`config.mk`:
```
export PLATFORM = sky130hd
export DESIGN_NAME = coffee_dispenser
export DESIGN_NICKNAME = d
export VERILOG_FILES = /design/src/rtl/coffee_dispenser_pkg.sv /design/src/rtl/coffee_dispenser_phase_timer.sv /design/src/rtl/coffee_dispenser.sv
export SDC_FILE = /design/constraint.sdc
export NUM_CORES = 1
export LEC_CHECK = 0
export BUFFER_PORTS_ARGS = -buffer_cell sky130_fd_sc_hd__buf_4
export CORE_MARGIN = 5
export CORE_UTILIZATION = 50
export CTS_BUF_LIST = sky130_fd_sc_hd__clkbuf_4 sky130_fd_sc_hd__clkbuf_8
export CTS_CLUSTER_SIZE = 10
export DETAILED_ROUTE_END_ITERATION = 6
export PLACE_DENSITY = 0.73
export SKIP_CTS_REPAIR_TIMING = 1
export SLEW_MARGIN = 15
export SYNTH_ARGS = -nofsm -noshare
export SYNTH_HDL_FRONTEND = slang
export SYNTH_SLANG_ARGS = --single-unit
```
`constraint.sdc`:
```
create_clock -name clk -period 2.42 [get_ports clk]
set_clock_uncertainty 0.2 [all_clocks]
set_input_delay 0.121 -clock clk [delete_from_list [all_inputs] [get_ports clk]]
set_output_delay 0.121 -clock clk [all_outputs]
set_load 0.02 [all_outputs]
```
`src/rtl/coffee_dispenser_pkg.sv`:
```
// Shared definitions for the coffee dispense sequencer: drink codes (matching the
// upstream selection values) and dispenser state encodings exposed on `phase`.
package coffee_dispenser_pkg;

    typedef enum logic [1:0] {
        DRINK_NONE = 2'd0,
        DRINK_ESP  = 2'd1,
        DRINK_LONG = 2'd2,
        DRINK_CAP  = 2'd3
    } drink_e;

    typedef enum logic [2:0] {
        ST_IDLE  = 3'd0,
        ST_GRIND = 3'd1,
        ST_WATER = 3'd2,
        ST_MILK  = 3'd3,
        ST_DONE  = 3'd4
    } state_e;

    // Cappuccino wins over long espresso, which wins over espresso.
    function automatic drink_e pick_drink(input logic exprr, input logic expr_l, input logic capp);
        if (capp)        return DRINK_CAP;
        else if (expr_l) return DRINK_LONG;
        else if (exprr)  return DRINK_ESP;
        else             return DRINK_NONE;
    endfunction

endpackage

```
`src/rtl/coffee_dispenser_phase_timer.sv`:
```
// Loadable down-counter used to time each dispense phase; it counts down to
// zero and then holds there until reloaded.
module phase_timer #(
    parameter int CNT_W = 8
) (
    input  logic             clk,
    input  logic             rst,
    input  logic             load,
    input  logic [CNT_W-1:0] val,
    output logic             zero
);

    logic [CNT_W-1:0] cnt_q, cnt_d;

    always_comb begin
        cnt_d = cnt_q;
        if (load)
            cnt_d = val;
        else if (cnt_q != '0)
            cnt_d = cnt_q - CNT_W'(1);
    end

    // NOTE: sequential state uses non-blocking assignments so every flop samples pre-edge values.
    always_ff @(posedge clk or posedge rst) begin
        if (rst)
            cnt_q <= '0;
        else
            cnt_q <= cnt_d;
    end

    assign zero = (cnt_q == '0);

endmodule

```
`src/rtl/coffee_dispenser.sv`:
```
// Drink dispense sequencer: turns one-cycle drink requests into timed
// grinder / pump / milk-valve phases, then pulses done.
module coffee_dispenser
    import coffee_dispenser_pkg::*;
#(
    parameter int CNT_W     = 8,
    parameter int T_GRIND   = 4,
    parameter int T_WATER_S = 6,
    parameter int T_WATER_L = 12,
    parameter int T_MILK    = 5
) (
    input  logic       clk,
    input  logic       rst,
    input  logic       exprr,
    input  logic       expr_l,
    input  logic       capp,
    output logic       grinder,
    output logic       pump,
    output logic       milk_valve,
    output logic       busy,
    output logic       done,
    output logic       overrun,
    output logic [1:0] drink,
    output logic [2:0] phase
);

    localparam logic [CNT_W-1:0] LD_GRIND   = CNT_W'(T_GRIND - 1);
    localparam logic [CNT_W-1:0] LD_WATER_S = CNT_W'(T_WATER_S - 1);
    localparam logic [CNT_W-1:0] LD_WATER_L = CNT_W'(T_WATER_L - 1);
    localparam logic [CNT_W-1:0] LD_MILK    = CNT_W'(T_MILK - 1);

    state_e           state_q, state_d;
    drink_e           drink_q, drink_d;
    logic             tmr_load;
    logic [CNT_W-1:0] tmr_val;
    logic             tmr_zero;
    logic             any_req;

    assign any_req = exprr | expr_l | capp;

    phase_timer #(.CNT_W(CNT_W)) u_timer (
        .clk  (clk),
        .rst  (rst),
        .load (tmr_load),
        .val  (tmr_val),
        .zero (tmr_zero)
    );

    // NOTE: every signal written here gets a default first so no path can infer a latch.
    always_comb begin
        state_d  = state_q;
        drink_d  = drink_q;
        tmr_load = 1'b0;
        tmr_val  = '0;
        case (state_q)
            ST_IDLE: begin
                if (any_req) begin
                    drink_d  = pick_drink(exprr, expr_l, capp);
                    tmr_load = 1'b1;
                    tmr_val  = LD_GRIND;
                    state_d  = ST_GRIND;
                end
            end
            ST_GRIND: begin
                if (tmr_zero) begin
                    tmr_load = 1'b1;
                    tmr_val  = (drink_q == DRINK_LONG) ? LD_WATER_L : LD_WATER_S;
                    state_d  = ST_WATER;
                end
            end
            ST_WATER: begin
                if (tmr_zero) begin
                    if (drink_q == DRINK_CAP) begin
                        tmr_load = 1'b1;
                        tmr_val  = LD_MILK;
                        state_d  = ST_MILK;
                    end else begin
                        state_d  = ST_DONE;
                    end
                end
            end
            ST_MILK: begin
                if (tmr_zero)
                    state_d = ST_DONE;
            end
            ST_DONE:  state_d = ST_IDLE;
            default:  state_d = ST_IDLE;
        endcase
    end

    always_ff @(posedge clk or posedge rst) begin
        if (rst) begin
            state_q <= ST_IDLE;
            drink_q <= DRINK_NONE;
        end else begin
            state_q <= state_d;
            drink_q <= drink_d;
        end
    end

    // Moore decode; overrun is the only output that looks at the request inputs.
    assign grinder    = (state_q == ST_GRIND);
    assign pump       = (state_q == ST_WATER);
    assign milk_valve = (state_q == ST_MILK);
    assign done       = (state_q == ST_DONE);
    assign busy       = (state_q != ST_IDLE);
    assign overrun    = any_req && (state_q != ST_IDLE);
    assign drink      = drink_q;
    assign phase      = state_q;

endmodule

```
**Yosys cells after proc, flatten, opt, wreduce, memory -nomap -nowiden**

Index checks and enable logic that the tools add are counted.

- Register bits after elaboration: 13
- Bits of input ports: 5
- Output and inout bits: 11
- Logic and storage cells: 46

- Add/sub/neg operators: 1
- Equality and inequality tests: 10
- Mux-type cells: 22
- Bitwise logic cells: 2
- Reductions and logical operators: 8

Operators by type and width:

| cell | number |
|---|---|
| 3-bit two-way mux | 7 |
| 8-bit two-way mux | 2 |
| 3-bit case mux with 4 select lines | 1 |
| 4-bit case mux with 3 select lines | 1 |
| 8-bit logical NOT | 1 |
| 4-bit two-way mux | 2 |
| 8-bit nonzero test | 1 |
| 8-bit by 1-bit subtractor with 8-bit output (second input constant) | 1 |
| 3-bit by 2-bit == test with 1-bit output (second input constant) | 2 |
| 2-bit two-way mux | 3 |
| 2-bit by 1-bit inequality test with 1-bit output (second input constant) | 3 |
| 1-bit two-way mux | 5 |
| 2-bit == test (second input constant) | 2 |
| 4-bit AND reduction | 1 |
| 3-bit by 1-bit == test with 1-bit output (second input constant) | 1 |
| 3-bit == test (second input constant) | 1 |
| 3-bit logical NOT | 1 |
| 1-bit case mux with 3 select lines | 1 |
| 3-bit nonzero test | 1 |
| 2-bit inequality test (second input constant) | 1 |
| 1-bit OR | 2 |
| 2-bit AND reduction | 1 |
| 2-bit nonzero test | 1 |
| 1-bit logical AND | 1 |

**Depth between registers and ports, before layout**

- Depth in word-level cells: 5
- Depth in mapped cells: 7

**By module**

Synthesis repeated with hierarchy kept, for this count alone.

- Cells, all modules: 103
- Area total of the unflattened synthesis: 902.1 µm²

By module, submodules not included:

| module | instances | cells each | area an instance (µm²) | sequential area each (µm²) |
|---|---|---|---|---|
| phase_timer | 1 | 56 | 496.7 | 200.2 |
| coffee_dispenser | 1 | 47 | 405.4 | 125.1 |

**Worst setup path after synthesis**

OpenSTA, ideal clock, no wires.

- Path type: register -> register
- From: register u_timer.cnt_q[0]
- To: register u_timer.cnt_q[2]
- Setup time: 0.120 ns
- Data arrival time: 1.492 ns
- Setup slack: 0.608 ns
- Cell stages (with the launch flop): 8
- Path buffers: 1
- Cells stage by stage: dfrtp_1 -> inv_1 -> ha_1 -> nor3b_2 -> and2_1 -> buf_2 -> o21ai_1 -> and3_1

- Word-level cells in the longest chain between the ends: 4

RTL lines:

| item | RTL line | RTL |
|---|---|---|
| start, declared | coffee_dispenser_phase_timer.sv:13 | `logic [CNT_W-1:0] cnt_q, cnt_d;` |
| start signal, assigned | coffee_dispenser_phase_timer.sv:28 | `cnt_q <= cnt_d;` |
| parallel branches: the longest is 4 deep, another holds 8-bit by 1-bit subtractor with 8-bit output | n/a |  |

Several ways; the timed one is not identified. The select of a mux whose other input is x is not followed.
A chain may end at the register's enable or synchronous reset.

**Final worst setup path**

- From: register state_q[2], in the netlist phase[2]
- To: register drink_q[0], in the netlist drink[0]

- Word-level cells in the longest chain between the ends: 2

RTL lines:

| item | RTL line | RTL |
|---|---|---|
| start, declared | coffee_dispenser.sv:32 | `state_e state_q, state_d;` |
| start signal, assigned | coffee_dispenser.sv:96 | `state_q <= state_d;` |
| 3-bit logical NOT | coffee_dispenser.sv:55 | `case (state_q)` |
| 2-bit AND reduction (no line) | n/a |  |
| end signal, assigned | coffee_dispenser.sv:97 | `drink_q <= drink_d;` |
| end, declared | coffee_dispenser.sv:33 | `drink_e drink_q, drink_d;` |

Every way passes these cells.

==> out/results.ini <==
[pwr]
share_clk_of_total_power_pct = 11.1
total_leakage_power_nw = 0.453
power.sequential.fraction_pct = 36.2
p_int_w = 0.000718
power_per_cell_area_mw_per_mm2 = 1280
comb_power_share_pct = 52.7
ir_worst_vdd_mv = 0.766
netSwitchingPower_w = 0.000601
switching_share_pct = 45.6

[route]
drt-vias-per-instance = 5.70
drt.antenna.violating_nets = 0
dr_total_vias = 718
drc = 0
route.final.wire_length_mm = 1.84
drt_pre_antenna_iters = 4
drt_iter0_drc = 4
wire_length_per_cell_after_detailed_routing_um = 14.6

[critical_path]
worst_r2r_src = phase[2]
worst-path-buf-inv = 1
crit_chain = nor3_2 -> o21ai_0 -> a32oi_1 -> dlygate4sd3_1
setup.worst_path.class = reg2reg
timing.critical_path.slowest_cell_delay_ns = 0.56
cpLargestDelayFamily = buffers and inverters
end_kind = flip-flop
cp-start-kind = flip-flop
max_fanout_on_critical_path = 10
crit_start = phase[2]
cp.arrival_ns = 2.13
crit_path_top_delay_cell = sky130_fd_sc_hd__dlygate4sd3_1
worst-endpoint-required_ns = 2.44

[global_route]
grt_first_pass_wirelength_mm = 2.95
grt_pass1_vias = 668
grt_max_degree = 14
grt_antenna_before_repair = 0
grt_usage_pct = 14.5
overflow = 0

[outcome]
outcome = finished clean

[synth]
synth-edff-count = 0
flop_and_latch_count_out_of_synthesis = 13
leading_register_cell_type_out_of_synthesis = sky130_fd_sc_hd__dfrtp_1
synth_async_sr_flop_share_pct = 100
synth.net_count = 96
synth_cell_types = 39
avgSynthCellArea_um2 = 9.33
synth-seq-area-share_pct = 39.2
synth.yosys.warnings = 0
syn_area_um2 = 831
synth_cells = 89

[layout]
final_cell_area_mm2 = 0.00103
finish.utilization_pct = 66.9
fillerInstances = 131
area_growth_pct = 24.1
antenna_cells_inserted = 0
share_of_cells_above_drive_strength_1_pct = 24.5
num-nets-final = 118

[floorplan]
initial_core_util_pct = 53.9
core.rowCount = 14
core_area_mm2 = 0.00154
die_x_um = 50.8
design.portCount = 16
die_height_um = 50.8
die_footprint_mm2 = 0.00258

[clock_tree]
cts_tree = yes
cts.htree.levels = 1
cts_root_buf = sky130_fd_sc_hd__clkbuf_4
number_of_buffers_between_clock_root_and_the_deepest_sink = 2
clock_insertion_delay_worst_skew_ns = 0.28
clk_pin_slew_ns = 0.08
cts_sinks = 13
cts-buffers-inserted = 3

[placement]
placed_area_um2 = 951
detailedPlacementHpwl_mm = 1.32
pre_cts_slack_ns = 0.400
numPortBuffers = 15
gp_congestion = 0.831

[timing]
final_max_slew_viol_count = 0
final_critical_path_setup_slack_ns = 0.307
clock.fmax_mhz = 473
min_hold_slack_ns = 0.0721
finalCritPeriodShare_pct = 87.3
worstMarginPinSlew_ns = 0.503
timing.final.hold_violations = 0
setup_repair_after_global_routing_missed_its_margin = false
fin_crit_ns = 2.11
setup_viol = 0
timing.slew.headroom_pct = 66.2
setup-tns-final_ns = 0

[hold_path]
path_class_of_the_lowest_slack_min_delay_path = in2reg
worstHoldStart = exprr

[job]
timing.max_cap.violations = 0

per-stage QoR:
step | power (W) | std cells
2_1_floorplan | 0.000932 | 89
3_3_place_gp | 0.00113 | 117
3_5_place_dp | 0.00114 | 117
4_1_cts | 0.00129 | 121
5_1_grt | 0.00142 | 126
6_report | 0.00132 | 126
registers in the layout, summed over array words and instances, names as in the netlist:
register / cells
phase: 3
u_timer.cnt_q: 8
drink: 2
path summary, 6_finish.rpt:
| kind | cells after the start | slack (ns) | to |
|---|---|---|---|
| min reg2reg | 2 | 0.42 | u_timer.cnt_q[0] |
| max in group asynchronous | 3 | 1.45 | u_timer.cnt_q[6] |
| max reg2reg | 4 | 0.31 | drink[0] |
| max | 4 | 0.31 | drink[0] |
| min | 4 | 0.07 | u_timer.cnt_q[6] |
| min in group asynchronous | 3 | 0.23 | phase[0] |
final cells by class:
class	count	area [um^2]	area share (%)
sequential	13	325	31.6
timing repair buffer	20	163	15.8
inverter	9	33.8	3.28
clock buffer	4	30.0	2.91
multi-input combinational	64	459	44.5
tap	16	20.0	1.94
synthesized netlist by cell type (2+ instances only):
| library cell | n | area share (%) |
|---|---|---|
| sky130_fd_sc_hd__o21ai_0 | 2 | 1.2 |
| sky130_fd_sc_hd__nand2b_1 | 4 | 3.0 |
| sky130_fd_sc_hd__xnor2_1 | 4 | 4.2 |
| sky130_fd_sc_hd__nor2_1 | 10 | 4.5 |
| sky130_fd_sc_hd__a211oi_1 | 2 | 1.8 |
| sky130_fd_sc_hd__nor2b_1 | 2 | 1.5 |
| sky130_fd_sc_hd__nor3_1 | 2 | 1.2 |
| sky130_fd_sc_hd__dfrtp_1 | 13 | 39 |
| sky130_fd_sc_hd__nand2_1 | 6 | 2.7 |
| sky130_fd_sc_hd__nand3_1 | 2 | 1.2 |
| sky130_fd_sc_hd__inv_1 | 8 | 3.6 |
| sky130_fd_sc_hd__clkbuf_1 | 2 | 0.90 |
| sky130_fd_sc_hd__ha_1 | 2 | 3.0 |
| sky130_fd_sc_hd__a21oi_1 | 3 | 1.8 |
| sky130_fd_sc_hd__o21ai_1 | 3 | 1.8 |
cells by family after synthesis:
family	after synthesis	synth area share (%)
buffers and inverters	12	5.57
DFF	13	39.2
AOI/OAI and AO/OA	20	20.5
adders and majority gates	2	3.01
xor gates and xnor gates	5	5.27
muxes	1	1.20
and+or+nand+nor	36	25.3
metal layers:
layer	global-route usage, %	share of wire [%]	wire length (um)
met1	20.5	46	849
met5	0	0	0
met3	2.96	3.6	66
met4	3.83	1.1	21
met2	22.3	49	906
worst register-to-register path, delay by kind of cell (launching register included):
kind | cells | cell delay [ns]
AND/OR/NAND/NOR | 1 | 0.46
AO/OA/AOI/OAI | 2 | 0.33
flip-flops | 1 | 0.50
buffers and inverters | 1 | 0.56
placed cells by master, fill, tap and decap left out, types with 2 or more instances in the layout:
cell | netlist | routed
sky130_fd_sc_hd__nand2_1 | 6 | 6
sky130_fd_sc_hd__ha_1 | 2 | 2
sky130_fd_sc_hd__nand3_1 | 2 | 2
sky130_fd_sc_hd__dfrtp_1 | 13 | 13
sky130_fd_sc_hd__dlygate4sd3_1 | 0 | 5
sky130_fd_sc_hd__o21ai_1 | 3 | 3
sky130_fd_sc_hd__nor2_1 | 10 | 10
sky130_fd_sc_hd__buf_4 | 0 | 15
sky130_fd_sc_hd__nor3_1 | 2 | 2
sky130_fd_sc_hd__a21oi_1 | 3 | 3
sky130_fd_sc_hd__a211oi_1 | 2 | 2
sky130_fd_sc_hd__clkbuf_4 | 0 | 4
sky130_fd_sc_hd__o21ai_0 | 2 | 2
sky130_fd_sc_hd__xnor2_1 | 4 | 4
sky130_fd_sc_hd__nand2b_1 | 4 | 4
sky130_fd_sc_hd__nor2b_1 | 2 | 2
sky130_fd_sc_hd__inv_1 | 8 | 8
power by group through the flow:
stage          Sequential (W)  Combinational (W)  Clock [W]
4_1_cts              0.000476           0.000669   0.000147
3_3_place_gp         0.000473           0.000653          0
6_report             0.000478           0.000695   0.000146
5_1_grt              0.000494           0.000770   0.000157
2_1_floorplan        0.000464           0.000468          0
3_5_place_dp         0.000479           0.000661          0
Power figures use the tool's default switching activity.
